$ cat src/rtl/pulse_period_sequencer_pkg.sv
// Shared types for the pulse/period timing sequencer: FSM state encoding and default widths.
package pop_timing_pkg;

    typedef enum logic [1:0] {
        IDLE = 2'd0,
        RUN  = 2'd1,
        DONE = 2'd2
    } state_t;

    localparam int DEFAULT_WIDTH      = 16;
    localparam int DEFAULT_NPER_WIDTH = 16;

endpackage

$ cat src/rtl/pulse_period_sequencer_if.sv
// Counter, control and status bundle between the sequencer and its surroundings.
interface pulse_period_sequencer_if #(
    parameter int WIDTH      = 16,
    parameter int NPER_WIDTH = 16
);

    logic [WIDTH-1:0]      count;
    logic                  ctr_reset;
    logic                  start;
    logic                  abort;
    logic [WIDTH-1:0]      period_val;
    logic [WIDTH-1:0]      on_start;
    logic [WIDTH-1:0]      on_stop;
    logic [NPER_WIDTH-1:0] n_periods;
    logic                  pulse_out;
    logic                  busy;
    logic                  done;
    logic [NPER_WIDTH-1:0] period_idx;

    modport master (
        output count, start, abort, period_val, on_start, on_stop, n_periods,
        input  ctr_reset, pulse_out, busy, done, period_idx
    );

    modport slave (
        input  count, start, abort, period_val, on_start, on_stop, n_periods,
        output ctr_reset, pulse_out, busy, done, period_idx
    );

endinterface

$ cat src/rtl/pulse_period_sequencer_window_cmp.sv
// Registered pulse-window compare: the pulse is high one cycle after count lies in [on_start, on_stop).
module pulse_window_cmp #(
    parameter int WIDTH = 16
) (
    input  logic             clk,
    input  logic             reset,
    input  logic [WIDTH-1:0] count,
    input  logic [WIDTH-1:0] on_start,
    input  logic [WIDTH-1:0] on_stop,
    input  logic             en,
    output logic             pulse_out
);

    logic pulse_p1;

    // An empty or inverted window (on_start >= on_stop) can never satisfy both bounds.
    function automatic logic in_window(input logic [WIDTH-1:0] c,
                                       input logic [WIDTH-1:0] lo,
                                       input logic [WIDTH-1:0] hi);
        return (c >= lo) && (c < hi);
    endfunction

    // Stage p0 -> p1: compare against the live count and register.
    always_ff @(posedge clk or posedge reset) begin
        if (reset) begin
            pulse_p1 <= 1'b0;
        end else begin
            pulse_p1 <= en && in_window(count, on_start, on_stop);
        end
    end

    assign pulse_out = pulse_p1;

endmodule

$ cat src/rtl/pulse_period_sequencer.sv
// Drives the upstream counter's reset to frame each period, repeats for n_periods, and gates the pulse window.
module pulse_period_sequencer #(
    parameter int WIDTH      = 16,
    parameter int NPER_WIDTH = 16
) (
    input  logic                     clk,
    input  logic                     reset,
    pulse_period_sequencer_if.slave  bus
);

    import pop_timing_pkg::*;

    localparam logic [NPER_WIDTH-1:0] NPER_ONE = {{(NPER_WIDTH-1){1'b0}}, 1'b1};

    state_t                state;
    state_t                next_state;
    logic [WIDTH-1:0]      period_q;
    logic [WIDTH-1:0]      on_start_q;
    logic [WIDTH-1:0]      on_stop_q;
    logic [NPER_WIDTH-1:0] n_q;
    logic [NPER_WIDTH-1:0] period_idx_q;
    logic                  done_q;
    logic                  wrap;
    logic                  last_period;
    logic                  load;
    logic                  advance;
    logic                  pulse_en;
    logic                  ctr_reset;
    logic                  busy;

    assign wrap        = (state == RUN) && (bus.count == period_q);
    assign last_period = (n_q != '0) && (period_idx_q == (n_q - NPER_ONE));

    always_comb begin
        next_state = state;
        load       = 1'b0;
        advance    = 1'b0;
        pulse_en   = 1'b0;
        ctr_reset  = 1'b1;
        busy       = 1'b0;
        case (state)
            IDLE: begin
                if (bus.start && !bus.abort) begin
                    next_state = RUN;
                    load       = 1'b1;
                end
            end
            RUN: begin
                busy      = 1'b1;
                ctr_reset = (bus.count == period_q);
                // abort outranks wrap; the final wrap clears the pulse on the DONE-entry edge.
                if (bus.abort) begin
                    next_state = IDLE;
                end else if (wrap && last_period) begin
                    next_state = DONE;
                end else begin
                    pulse_en = 1'b1;
                    advance  = wrap;
                end
            end
            DONE: begin
                next_state = IDLE;
            end
            default: begin
                next_state = IDLE;
            end
        endcase
    end

    always_ff @(posedge clk or posedge reset) begin
        if (reset) begin
            state        <= IDLE;
            done_q       <= 1'b0;
            period_q     <= '0;
            on_start_q   <= '0;
            on_stop_q    <= '0;
            n_q          <= '0;
            period_idx_q <= '0;
        end else begin
            state  <= next_state;
            done_q <= (next_state == DONE);
            if (load) begin
                period_q     <= bus.period_val;
                on_start_q   <= bus.on_start;
                on_stop_q    <= bus.on_stop;
                n_q          <= bus.n_periods;
                period_idx_q <= '0;
            end else if (advance) begin
                // Free-running mode (n_q == 0) lets the index wrap naturally.
                period_idx_q <= period_idx_q + NPER_ONE;
            end
        end
    end

    pulse_window_cmp #(
        .WIDTH(WIDTH)
    ) u_window (
        .clk      (clk),
        .reset    (reset),
        .count    (bus.count),
        .on_start (on_start_q),
        .on_stop  (on_stop_q),
        .en       (pulse_en),
        .pulse_out(bus.pulse_out)
    );

    assign bus.ctr_reset  = ctr_reset;
    assign bus.busy       = busy;
    assign bus.done       = done_q;
    assign bus.period_idx = period_idx_q;

endmodule
$ cat src/flat_wrapper.sv
// flat-port wrapper written by rule: the top's interface ports become plain ports
module pulse_period_sequencer_flat import pop_timing_pkg::*;
#(
    parameter int WIDTH      = 16,
    parameter int NPER_WIDTH = 16
)
  (clk, reset, bus_count, bus_start, bus_abort, bus_period_val, bus_on_start, bus_on_stop, bus_n_periods, bus_ctr_reset, bus_pulse_out, bus_busy, bus_done, bus_period_idx);
  pulse_period_sequencer_if #(.WIDTH(WIDTH), .NPER_WIDTH(NPER_WIDTH)) bus_i ();
  input  logic clk;
  input  logic reset;
  input wire logic [$bits(bus_i.count)-1:0] bus_count;
  input wire logic [$bits(bus_i.start)-1:0] bus_start;
  input wire logic [$bits(bus_i.abort)-1:0] bus_abort;
  input wire logic [$bits(bus_i.period_val)-1:0] bus_period_val;
  input wire logic [$bits(bus_i.on_start)-1:0] bus_on_start;
  input wire logic [$bits(bus_i.on_stop)-1:0] bus_on_stop;
  input wire logic [$bits(bus_i.n_periods)-1:0] bus_n_periods;
  output wire logic [$bits(bus_i.ctr_reset)-1:0] bus_ctr_reset;
  output wire logic [$bits(bus_i.pulse_out)-1:0] bus_pulse_out;
  output wire logic [$bits(bus_i.busy)-1:0] bus_busy;
  output wire logic [$bits(bus_i.done)-1:0] bus_done;
  output wire logic [$bits(bus_i.period_idx)-1:0] bus_period_idx;
  assign bus_i.count = bus_count;
  assign bus_i.start = bus_start;
  assign bus_i.abort = bus_abort;
  assign bus_i.period_val = bus_period_val;
  assign bus_i.on_start = bus_on_start;
  assign bus_i.on_stop = bus_on_stop;
  assign bus_i.n_periods = bus_n_periods;
  assign bus_ctr_reset = bus_i.ctr_reset;
  assign bus_pulse_out = bus_i.pulse_out;
  assign bus_busy = bus_i.busy;
  assign bus_done = bus_i.done;
  assign bus_period_idx = bus_i.period_idx;
  pulse_period_sequencer #(.WIDTH(WIDTH), .NPER_WIDTH(NPER_WIDTH)) u_core (.clk(clk), .reset(reset), .bus(bus_i));
endmodule
$ cat config.mk
export PLATFORM = sky130hd
export DESIGN_NAME = pulse_period_sequencer_flat
export DESIGN_NICKNAME = d
export VERILOG_FILES = /design/src/rtl/pulse_period_sequencer_pkg.sv /design/src/rtl/pulse_period_sequencer_if.sv /design/src/rtl/pulse_period_sequencer_window_cmp.sv /design/src/rtl/pulse_period_sequencer.sv /design/src/flat_wrapper.sv
export SDC_FILE = /design/constraint.sdc
export NUM_CORES = 1
export LEC_CHECK = 0
export CORE_ASPECT_RATIO = 0.5
export CORE_MARGIN = 4
export CORE_UTILIZATION = 45
export CTS_CLUSTER_SIZE = 10
export DETAILED_ROUTE_END_ITERATION = 10
export GPL_ROUTABILITY_DRIVEN = 0
export PLACE_DENSITY = 0.72
export SLEW_MARGIN = 20
export SYNTH_ARGS = -nofsm -noshare
export SYNTH_HDL_FRONTEND = slang
export SYNTH_SLANG_ARGS = --single-unit
$ cat constraint.sdc
create_clock -name clk -period 5.29 [get_ports clk]
set_input_delay 1.058 -clock clk [delete_from_list [all_inputs] [get_ports clk]]
set_output_delay 1.058 -clock clk [all_outputs]
set_load 0.005 [all_outputs]
Yosys cells after proc, flatten, opt, wreduce, memory -nomap -nowiden

Cells that the tools add are included.

Bits in registers: 84
Input port bits: 84
Output and inout bits: 20
Word-level logic and storage cells: 42

$add $sub $neg: 2
Order comparisons: 2
Equal/unequal tests: 4
Multiplexer cells: 16
Reduce and logical (&&, ||, !) cells: 10

Operators with widths:

| operator                                                              | count |
|---|---|
| 16-bit == test                                                        | 2 |
| 16-bit 2-to-1 mux                                                     | 2 |
| 16-bit by 1-bit adder with 16-bit output (second input constant)      | 1 |
| 16-bit greater-or-equal comparator                                    | 1 |
| 16-bit < comparator                                                   | 1 |
| 16-bit nonzero test                                                   | 1 |
| 16-bit by 1-bit subtractor with 16-bit output (second input constant) | 1 |
| 1-bit 2-to-1 mux                                                      | 10 |
| 1-bit logical AND                                                     | 6 |
| 2-bit 2-to-1 mux                                                      | 3 |
| 2-bit one-hot mux with 2 select lines                                 | 1 |
| 2-bit by 1-bit == test with 1-bit output (second input constant)      | 1 |
| 2-bit == test (second input constant)                                 | 1 |
| 2-bit zero test                                                       | 1 |
| 2-bit nonzero test                                                    | 1 |
| 1-bit zero test                                                       | 1 |

Longest topological paths before layout

Gate-level depths: netlist (run 1).

Word-level depth: 9
Depth in mapped cells: 11
Depth with buffers taken out: 10

Modules after synthesis

A second synthesis (run 1) with hierarchy kept.

Cell total of the unflattened synthesis: 598
Area, all modules: 5099.9 µm²

By module, submodules not included:

| module                 | times used | cells an instance | area each (µm²) | seq. area each (µm²) |
|---|---|---|---|---|
| pulse_period_sequencer | 1          | 487               | 4241.6          | 2077.0 |
| pulse_window_cmp       | 1          | 111               | 858.3           | 25.0 |

Least setup slack after synthesis (run 1)

OpenSTA, ideal clock, no wires.

Path type: input port to flip-flop
Start point: input bus_count[11]
End point: register u_core.period_idx_q[15], in the netlist u_core.bus.period_idx[15]
Library setup time: 127 ps
Arrival: 2620 ps
Data required time: 5163 ps
Slack: 2543 ps
Stages: 8
Path buffers: 1
Cells stage by stage: xor2_1 > nor4_1 > nand4_1 > nand2b_1 > buf_2 > a311oi_1 > nand4_1 > mux2i_1

Word-level cells in the longest chain between the ends: 7

RTL lines:

| what                                    | RTL line                     | text |
|---|---|---|
| start, declared                         | flat_wrapper.sv:11           | `input wire logic [$bits(bus_i.count)-1:0] bus_count;` |
| 16-bit == test (*)                      | pulse_period_sequencer.sv:31 | `assign wrap = (state == RUN) && (bus.count == period_q);` |
| 1-bit logical AND (*)                   | pulse_period_sequencer.sv:31 |  |
| 1-bit logical AND                       | pulse_period_sequencer.sv:54 | `end else if (wrap && last_period) begin` |
| 1-bit 2-to-1 mux (*)                    | pulse_period_sequencer.sv:54 |  |
| 1-bit 2-to-1 mux (*)                    | pulse_period_sequencer.sv:52 | `if (bus.abort) begin` |
| 1-bit 2-to-1 mux (*)                    | pulse_period_sequencer.sv:41 | `case (state)` |
| 2-bit nonzero test (no source line) (*) | --                           |  |
| end signal, assigned                    | pulse_period_sequencer.sv:90 | `period_idx_q <= period_idx_q + NPER_ONE;` |
| end, declared                           | pulse_period_sequencer.sv:21 | `logic [NPER_WIDTH-1:0] period_idx_q;` |

Every way passes the cells marked *; elsewhere a longest branch is shown, timed or not.
A chain may end at the register's enable or synchronous reset.

Worst setup path after layout (run 1)

Start point: input bus_count[8]
End point: output bus_ctr_reset

Word-level cells in the longest chain between the ends: 2

RTL lines:

| what             | RTL line                     | text |
|---|---|---|
| 16-bit == test   | pulse_period_sequencer.sv:50 | `ctr_reset = (bus.count == period_q);` |
| 1-bit 2-to-1 mux | pulse_period_sequencer.sv:41 |  |
| end, declared    | flat_wrapper.sv:18           | `output wire logic [$bits(bus_i.ctr_reset)-1:0] bus_ctr_reset;` |

Every way passes these cells.

==> results.json, run 1 <==
{
  "vias": 4110,
  "holdWs_ns": 0.486,
  "synth-async-reset-ratio_pct": 100,
  "ios": 104,
  "drive_gt1_share_pct": 4.74,
  "crit_top_cell": "clkdlybuf4s50_1",
  "grt_pass1_vias": 4167,
  "cp_data_arrival_time_ns": 2.99,
  "status": "complete, no violations",
  "path_cells": "clkdlybuf4s50_1 > xor2_1 > nor4_1 > nand4_1 > nand2_1 > clkdlybuf4s50_1",
  "worst_slack_ns": 1.24,
  "routed_via_density": 5.18,
  "clockRootBuffer": "clkbuf_16",
  "insertion_delay_ns": 0.34,
  "clk_path_buf_depth": 2,
  "drt_iter0_markers": 209,
  "crit_path_end_kind": "output pin",
  "r2r_cells": 10,
  "cts_tree": "yes",
  "rsz0062_at_grt": "false",
  "drc": 0,
  "dp_slack_ns": 1.28,
  "die_x_um": 156,
  "hold_end": "u_core.on_start_q[0]$_DFFE_PP0P_",
  "area_growth_pct": 30.2,
  "slowest_stage": "clkdlybuf4s50_1",
  "grt_remaining_overflow": 0,
  "ant_nets": 0,
  "ff_latch_area_mm2": 0.00210,
  "grt_max_degree": 58,
  "coreArea_mm2": 0.0104,
  "io_buffers": 103,
  "final_cell_count_no_fill": 794,
  "synth_edf_count": 0,
  "fin_crit_sh_pct": 76.6,
  "synth_largest_area_cell": "dfrtp_1",
  "drtPass1Iterations": 4,
  "cp-start-kind": "input pin",
  "hold_violations": 0,
  "cpLargestDelayFamily": "buffers and inverters",
  "finalSetupViolations": 0,
  "syn-num-nets": 670,
  "cp.buffers_inverters": 2,
  "start_util_pct": 47.1,
  "num_antenna_cells": 0,
  "finClkSkew_ns": 0.00646,
  "cts_made_buffers": 9,
  "syn_avg_cell_area_um2": 8.88,
  "nFillCells": 917,
  "reg2reg_slack_ns": 1.87,
  "max_freq_mhz": 247,
  "fin_crit_ns": 4.05,
  "critPathKind": "input pin to output pin",
  "clk_pin_slew_ns": 0.06,
  "grt_pass1_wl_mm": 20.4,
  "critPathMaxStageDelay_ns": 0.51,
  "cts_hold_buf": 0,
  "fp.dieArea_mm2": 0.0127,
  "whs_path_depth": 2,
  "synth.most_common_cell": "nand2_1",
  "die_h_um": 81.8,
  "track_usage_pct": 20.0,
  "cts_num_sinks": 84,
  "placed_cells": 778,
  "fin_util_pct": 61.3,
  "relSlewSlack_pct": 41.3,
  "crit_required_ns": 4.23,
  "yosysUniqueCellTypes": 60,
  "min_path_type": "flop to flop",
  "cts_resized": 0,
  "ys.flop_type": "dfrtp_1",
  "slew_viol_final": 0,
  "ys_warn_count": 0,
  "rows": 26,
  "hpwl_mm": 9.14,
  "maxCapViolCount": 0,
  "reg2reg_from": "u_core.n_q[0]$_DFFE_PP0P_",
  "worstReg2RegEnd": "u_core.bus.period_idx[14]$_DFFE_PP0P_",
  "netlist_top_cells_area": "dfrtp_1 43%, nand2_1 11%, ha_1 8.7%",
  "netlist_area_mm2": 0.00490,
  "power_density_mw_per_mm2": 315,
  "peakVddDrop_uv": 164,
  "leakagePower_nw": 2.84,
  "worstMarginPinSlew_ns": 0.880,
  "fin_nets": 767,
  "yosys_register_bits": 84,
  "multi_input_area_mm2": 0.00255,
  "crit_start": "bus_count[8]",
  "synth_top_area_share_pct": 42.9,
  "synthTopCellsByCount": "143 x nand2_1, 84 x dfrtp_1, 42 x inv_1, 42 x o21ai_0, 34 x ha_1",
  "wl_per_cell_um": 15.2,
  "cts_setup_buffers": 0,
  "antenna_found_initial": 0,
  "timing.setup.tns_ns": 0,
  "min-delay-start": "u_core.on_start_q[0]$_DFFE_PP0P_",
  "ctsHtreeMaxLevel": 3,
  "critPathMaxFanout": 3,
  "detail_route.wirelength_mm": 12.1,
  "ys_seq_area_share_pct": 42.9,
  "syn_inst": 552
}
==> worst max path at each step <==
stage          slack (ns)  cells after the start                   endpoint
2_1_floorplan        2.07                      1  u_core.bus.done$_DFF_PP0_
3_3_place_gp         1.31                      6              bus_ctr_reset
3_5_place_dp         1.28                      6              bus_ctr_reset
4_1_cts              1.24                      6              bus_ctr_reset
5_1_grt              1.06                      6              bus_ctr_reset
6_report             1.24                      6              bus_ctr_reset
==> tightest hold or removal path, cell delays in order (launching register included) <==
cell and delay, ns:
dfrtp_1 0.34, nand2_1 0.05, nand2_1 0.06
==> layer usage <==
| layer | up-vias | track usage, % | part of all wire, % |
|---|---|---|---|
| li1 | 2057 | - | - |
| met4 | 0 | 5.15 | 1.3 |
| met5 | - | 0 | 0 |
| met1 | 1960 | 25.7 | 46 |
| met3 | 15 | 4.42 | 3.6 |
| met2 | 78 | 35.0 | 49 |
==> logic make-up after synthesis <==
family          share of synthesized area, %
fa+ha+maj                               8.68
flops                                   42.9
simple gates                            21.6
xor+xnor                                8.04
mux                                    0.817
compound gates                          12.9
buf+inv                                 5.13
==> cells in the final DEF (no fill, tap or decap), drive strengths merged, types with 5 or more instances in the layout <==
master | Yosys | layout
a2111oi | 5 | 5
a211oi | 6 | 6
a21o | 5 | 5
a21oi | 16 | 16
and3 | 6 | 6
clkbuf | 16 | 10
clkdlybuf4s50 | 0 | 103
dfrtp | 84 | 84
ha | 34 | 34
inv | 42 | 42
nand2 | 143 | 143
nand2b | 5 | 5
nand3 | 11 | 11
nand4 | 8 | 8
nor2 | 16 | 16
nor2b | 6 | 6
nor3 | 7 | 7
nor4 | 7 | 7
o21ai | 42 | 42
xnor2 | 28 | 28
xor2 | 17 | 17
==> final cells by class <==
class	count	share of cell area (%)
Clock inverter	6	1.74
Inverter	42	2.49
Timing Repair Buffer	106	16.5
Clock buffer	10	3.59
Tap cell	140	2.74
Sequential cell	84	32.9
Multi-Input combinational cell	406	40.0
==> sequential cells by signal (all words and copies together), names as in the netlist <==
register	count
u_core.n_q	16
u_core.u_window.pulse_out	1
u_core.on_start_q	16
u_core.bus.period_idx	16
u_core.state	2
u_core.period_q	16
u_core.bus.done	1
u_core.on_stop_q	16
==> stage by stage <==
stage | area (um^2) | total power, mW
finish | 6380 | 2.01
global route | 6380 | 2.14
CTS | 6380 | 2.03
detailed placement | 6040 | 1.30
global placement | 6040 | 1.28
floorplan | 4900 | 1.13
==> power breakdown <==
group	leakage (nW)	switching [mW]	internal, mW
combinational	1.60	0.253	0.225
clock	0.163	0.263	0.462
sequential	1.07	0.0730	0.738
No activity file was read; power rests on OpenSTA's default activity.
==> run 2, diff against run 1 <==
clock period = 4 ns   (was 5.29 ns; I/O delays follow)
==> run 2 against run 1 <==
Compared with the run above: via count is 0.58% lower; combinational power up 32%; total power grew 27%; non-clock buffer count grew 3; setup slack lost 0.74 ns; global-route usage decreased by 0.42 points; count of clock-buffer cells in the layout shrank 1; cell area shrank 0.18%; critical path type unchanged; largest cell class unchanged; highest routed layer unchanged.
==> results.json, run 2 (synthesis gave the netlist of run 1 again) <==
{
  "path_cells": "clkdlybuf4s50_1 > xor2_1 > nor4_1 > nand4_1 > nand2_1 > clkdlybuf4s50_1",
  "grt_max_degree": 73,
  "cts_resized": 0,
  "cp_data_arrival_time_ns": 2.70,
  "coreArea_mm2": 0.0104,
  "p_int_mw": 1.77,
  "antenna_found_initial": 0,
  "power_density_mw_per_mm2": 402,
  "nFillCells": 942,
  "grt_pass1_wl_mm": 20.0,
  "maxCapViolCount": 0,
  "slowest_stage": "clkdlybuf4s50_1",
  "sw_frac_of_total_pct": 30.9,
  "detail_route.wirelength_mm": 11.8,
  "ctsHtreeMaxLevel": 3,
  "cts_hold_buf": 0,
  "rows": 26,
  "drc": 0,
  "cts_made_buffers": 9,
  "drt_iter0_markers": 196,
  "insertion_delay_ns": 0.34,
  "crit_required_ns": 3.20,
  "ant_nets": 0,
  "layout_commonest_cell": "nand2_1",
  "max_freq_mhz": 286,
  "grt_remaining_overflow": 0,
  "finClkSkew_ns": 0.0101,
  "critPathMaxFanout": 3,
  "cp-start-kind": "input pin",
  "cts_setup_buffers": 0,
  "ios": 104,
  "vias": 4086,
  "rsz0062_at_grt": "false",
  "fp.dieArea_mm2": 0.0127,
  "crit_top_cell": "clkdlybuf4s50_1",
  "clockRootBuffer": "clkbuf_16",
  "final_cell_count_no_fill": 797,
  "cts_num_sinks": 84,
  "worstMarginPinSlew_ns": 0.828,
  "power_frac_seq_pct": 41.9,
  "wl_per_cell_um": 14.8,
  "finalSetupViolations": 0,
  "placed_cells": 781,
  "slew_viol_final": 0,
  "worst_slack_ns": 0.501,
  "crit_path_end_kind": "output pin",
  "die_h_um": 81.8,
  "min_path_type": "flop to flop",
  "timing.setup.tns_ns": 0,
  "hpwl_mm": 8.95,
  "grt_pass1_vias": 4058,
  "fin_crit_ns": 3.50,
  "peakVddDrop_uv": 251,
  "hold_violations": 0,
  "final_cell_mix": "143 x nand2_1, 103 x clkdlybuf4s50_1, 84 x dfrtp_1",
  "area_growth_pct": 30.0,
  "p_total_mw": 2.56,
  "routed_via_density": 5.13,
  "track_usage_pct": 19.6,
  "combPwrFrac_pct": 24.6,
  "p_sw_uw": 792,
  "status": "complete, no violations",
  "fin_nets": 770,
  "io_buffers": 103,
  "leakagePower_nw": 2.84,
  "num_antenna_cells": 0,
  "critPathKind": "input pin to output pin",
  "clk_pin_slew_ns": 0.07,
  "clkPwrFrac_pct": 33.5,
  "drtPass1Iterations": 4,
  "start_util_pct": 47.1,
  "drive_gt1_share_pct": 5.33,
  "fin_crit_sh_pct": 87.5,
  "critPathMaxStageDelay_ns": 0.50,
  "die_x_um": 156,
  "dp_slack_ns": 0.463,
  "clk_path_buf_depth": 2,
  "cts_tree": "yes",
  "relSlewSlack_pct": 44.7
}
-- run 2: cell types whose count changed in the layout (fill, tap and decap cells not counted), sizes merged --
cell,delta
clkinvlp,-1
buf,+3
inv,+2
clkbuf,-1
bufinv,-2
clkinv,+2
-- run 2: power by group through the flow --
| stage | registers, mW | logic (mW) | clock network, mW |
|---|---|---|---|
| after CTS | 1.07 | 0.634 | 0.880 |
| after detailed placement | 1.09 | 0.626 | 0 |
| final | 1.07 | 0.630 | 0.858 |
| after global placement | 1.08 | 0.610 | 0 |
| after floorplan | 1.05 | 0.436 | 0 |
| after global routing | 1.09 | 0.721 | 0.924 |
-- run 2: routing by layer --
metal,up-vias,track usage [%],part of all wire (%)
li1,2072,-,-
met1,1934,26.2,47
met2,68,32.8,48
met3,12,4.16,3.6
met4,0,5.59,1.2
met5,-,0,0
-- run 2: layout make-up --
class / instances / area [um^2] / area share (%)
Multi-Input combinational cell: 406 / 2550 / 40.1
Tap cell: 140 / 175 / 2.75
Timing Repair Buffer: 109 / 1080 / 16.9
Clock buffer: 9 / 225 / 3.53
Inverter: 42 / 159 / 2.49
Clock inverter: 7 / 81.3 / 1.28
Sequential cell: 84 / 2100 / 33.0
-- run 2: worst paths after layout --
path / from / end / slack, ns / cells after the start
max: bus_count[4] / bus_ctr_reset / 0.50 / 6
min: u_core.on_stop_q[0]$_DFFE_PP0P_ / u_core.on_stop_q[0]$_DFFE_PP0P_ / 0.48 / 2
max reg2reg: u_core.n_q[2]$_DFFE_PP0P_ / u_core.bus.period_idx[14]$_DFFE_PP0P_ / 0.79 / 8
min reg2reg: u_core.on_stop_q[0]$_DFFE_PP0P_ / u_core.on_stop_q[0]$_DFFE_PP0P_ / 0.48 / 2
max in group asynchronous: reset / u_core.bus.period_idx[13]$_DFFE_PP0P_ / 2.33 / 3
min in group asynchronous: reset / u_core.on_start_q[2]$_DFFE_PP0P_ / 0.93 / 2
-- run 2: per-stage QoR --
step                      hold WS, ns  area [um^2]  utilization, %
after detailed placement        0.472         6070            58.3
final                           0.484         6370            61.2
after global placement          0.468         6070            58.3
after floorplan                 0.447         4900               -
after CTS                       0.489         6370            61.2
after global routing            0.514         6370            61.2
-- run 2: worst max-delay path: cells and delay by family --
kind	cells	cell delay (ns)
xor gates and xnor gates	1	0.17
buffers and inverters	2	0.98
and+or+nand+nor	3	0.74
==> run 3, diff against run 2 <==
PLACE_DENSITY = 0.81   (was 0.72)
SYNTH_HIERARCHICAL = 1   (was default)
==> run 3 against run 2 <==
Compared with the run above: clock power fell by 2%; critical path depth rose by 4; first-iteration DRC count rose by 76%; critical path type is now flop to flop; flip-flop and latch count did not move; non-clock buffer count did not move; count of clock-buffer cells in the layout rose by 2; die area rose by 3.7%; via count rose by 9.3%; maximum frequency fell by 0.83%.
==> results.json, run 3 <==
{
  "critPathMaxFanout": 15,
  "area_growth_pct": 27.9,
  "min_path_type": "flop to flop",
  "num_antenna_cells": 0,
  "slew_viol_final": 0,
  "nFillCells": 928,
  "cts_hold_buf": 0,
  "fp.dieArea_mm2": 0.0132,
  "combPwrFrac_pct": 25.7,
  "synthAdderAreaFrac_pct": 8.34,
  "die_x_um": 159,
  "peakVddDrop_uv": 175,
  "fin_crit_ns": 3.53,
  "grt_pass1_wl_mm": 21.2,
  "track_usage_pct": 20.0,
  "power_frac_seq_pct": 41.9,
  "cts_num_sinks": 84,
  "ys_warn_count": 6,
  "rsz0062_at_grt": "false",
  "synthSimpleGateAreaFrac_pct": 28.8,
  "ctsHtreeMaxLevel": 3,
  "clk_path_buf_depth": 2,
  "clkPwrFrac_pct": 32.4,
  "synthTopCellsByCount": "205 x nand2_1, 84 x dfrtp_1, 38 x inv_1",
  "finalSetupViolations": 0,
  "drive_gt1_share_pct": 6.72,
  "ys_seq_area_share_pct": 41.2,
  "cp-start-kind": "flop",
  "ff_latch_area_mm2": 0.00210,
  "routed_via_density": 5.29,
  "fin_nets": 813,
  "grt_pass1_vias": 4403,
  "cp_data_arrival_time_ns": 3.79,
  "p_total_mw": 2.59,
  "netlist_top_cells_area": "dfrtp_1 41%, nand2_1 15%, ha_1 8.3%",
  "synth_top_area_share_pct": 41.2,
  "status": "complete, no violations",
  "leakagePower_nw": 3.08,
  "hold_violations": 0,
  "ios": 104,
  "netlist_area_mm2": 0.00510,
  "cts_setup_buffers": 0,
  "hpwl_mm": 9.66,
  "ys.flop_type": "dfrtp_1",
  "wl_per_cell_um": 15.3,
  "drc": 0,
  "synth-async-reset-ratio_pct": 100,
  "crit_required_ns": 4.27,
  "clockRootBuffer": "clkbuf_16",
  "syn-num-nets": 716,
  "grt_max_degree": 55,
  "vias": 4464,
  "synth_xor_area_share_pct": 6.18,
  "detail_route.wirelength_mm": 12.9,
  "cts_made_buffers": 9,
  "fin_crit_sh_pct": 88.2,
  "synth_top_family_by_area": "simple AND/OR/NAND/NOR gates",
  "synth_compound_area_share_pct": 9.25,
  "yosys_register_bits": 84,
  "critPathKind": "flop to flop",
  "worstMarginPinSlew_ns": 0.946,
  "p_sw_uw": 805,
  "syn_avg_cell_area_um2": 8.53,
  "yosysUniqueCellTypes": 56,
  "insertion_delay_ns": 0.35,
  "drtPass1Iterations": 6,
  "clk_pin_slew_ns": 0.07,
  "coreArea_mm2": 0.0110,
  "relSlewSlack_pct": 36.9,
  "syn_inst": 598,
  "synth.most_common_cell": "nand2_1",
  "die_h_um": 83.3,
  "crit_path_end_kind": "flop",
  "p_int_mw": 1.79,
  "final_cell_mix": "205 x nand2_1, 103 x clkdlybuf4s50_1, 84 x dfrtp_1",
  "maxCapViolCount": 0,
  "ant_nets": 0,
  "layout_commonest_cell": "nand2_1",
  "start_util_pct": 46.3,
  "sw_frac_of_total_pct": 31.0,
  "drt_iter0_markers": 344,
  "synthMuxAreaShare_pct": 0.785,
  "synth_largest_area_cell": "dfrtp_1",
  "max_freq_mhz": 283,
  "cts_tree": "yes",
  "synth_edf_count": 0,
  "power_density_mw_per_mm2": 398,
  "finClkSkew_ns": 0.00951,
  "antenna_found_initial": 0,
  "timing.setup.tns_ns": 0,
  "grt_remaining_overflow": 0,
  "cts_resized": 0,
  "multi_input_area_mm2": 0.00273,
  "rows": 27,
  "io_buffers": 103
}
-- run 3: power groups by stage --
stage	sequential (mW)	combinational (mW)	clock, mW
after global routing	1.10	0.747	0.895
after floorplan	1.06	0.476	0
after CTS	1.09	0.665	0.852
after detailed placement	1.10	0.655	0
final	1.09	0.668	0.839
after global placement	1.09	0.630	0
-- run 3: cell families (layout without fill, tap and decap cells) --
group | after synthesis | after routing
compound gates | 65 | 65
xor+xnor | 36 | 36
fa+ha+maj | 34 | 34
buf+inv | 61 | 162
flops | 84 | 84
mux | 4 | 4
simple gates | 314 | 314
-- run 3: metrics by stage --
step	area (um^2)	std cells	hold slack, ns	setup WS, ns	util, %
final	6520	844	0.472	0.472	59.2
after global placement	6230	829	0.458	0.525	56.6
after floorplan	5100	598	0.446	0.803	-
after detailed placement	6230	829	0.463	0.486	56.6
after global routing	6520	844	0.502	0.250	59.2
after CTS	6520	844	0.477	0.477	59.2
-- run 3: worst paths after layout --
path,from,to,slack [ns],cells after the start
worst min register to register,u_core/on_stop_q[9]$_DFFE_PP0P_,u_core/on_stop_q[9]$_DFFE_PP0P_,0.47,2
worst max-delay path,u_core/n_q[0]$_DFFE_PP0P_,u_core/bus.period_idx[9]$_DFFE_PP0P_,0.47,10
worst max register to register,u_core/n_q[0]$_DFFE_PP0P_,u_core/bus.period_idx[9]$_DFFE_PP0P_,0.47,10
min in group asynchronous,reset,u_core/u_window/pulse_out$_DFF_PP0_,0.65,2
worst min-delay path,u_core/on_stop_q[9]$_DFFE_PP0P_,u_core/on_stop_q[9]$_DFFE_PP0P_,0.47,2
max in group asynchronous,reset,u_core/bus.period_idx[14]$_DFFE_PP0P_,2.21,3
-- run 3: cell type report --
class                           instances  area share [%]
Multi-Input combinational cell        453            41.8
Tap cell                              145            2.78
Timing Repair Buffer                  109            16.5
Inverter                               38            2.21
Clock buffer                           11            3.72
Clock inverter                          4           0.767
Sequential cell                        84            32.2
-- run 3: critical path, stage by stage (launching register included) --
cell     delay [ns]
dfrtp_1        0.42
inv_1          0.11
ha_1           0.21
or3b_2         0.50
or4_4          0.45
and2_4         0.19
o21a_1         0.20
o32ai_4        0.37
o21ai_2        0.27
or4_1          0.55
a21oi_1        0.15
-- run 3: routing by layer --
layer,up-vias,track usage (%),share of wire [%]
li1,2194,-,-
met4,0,4.49,1.4
met3,22,4.79,4.4
met1,2135,26.1,45
met5,-,0,0
met2,113,33.6,49
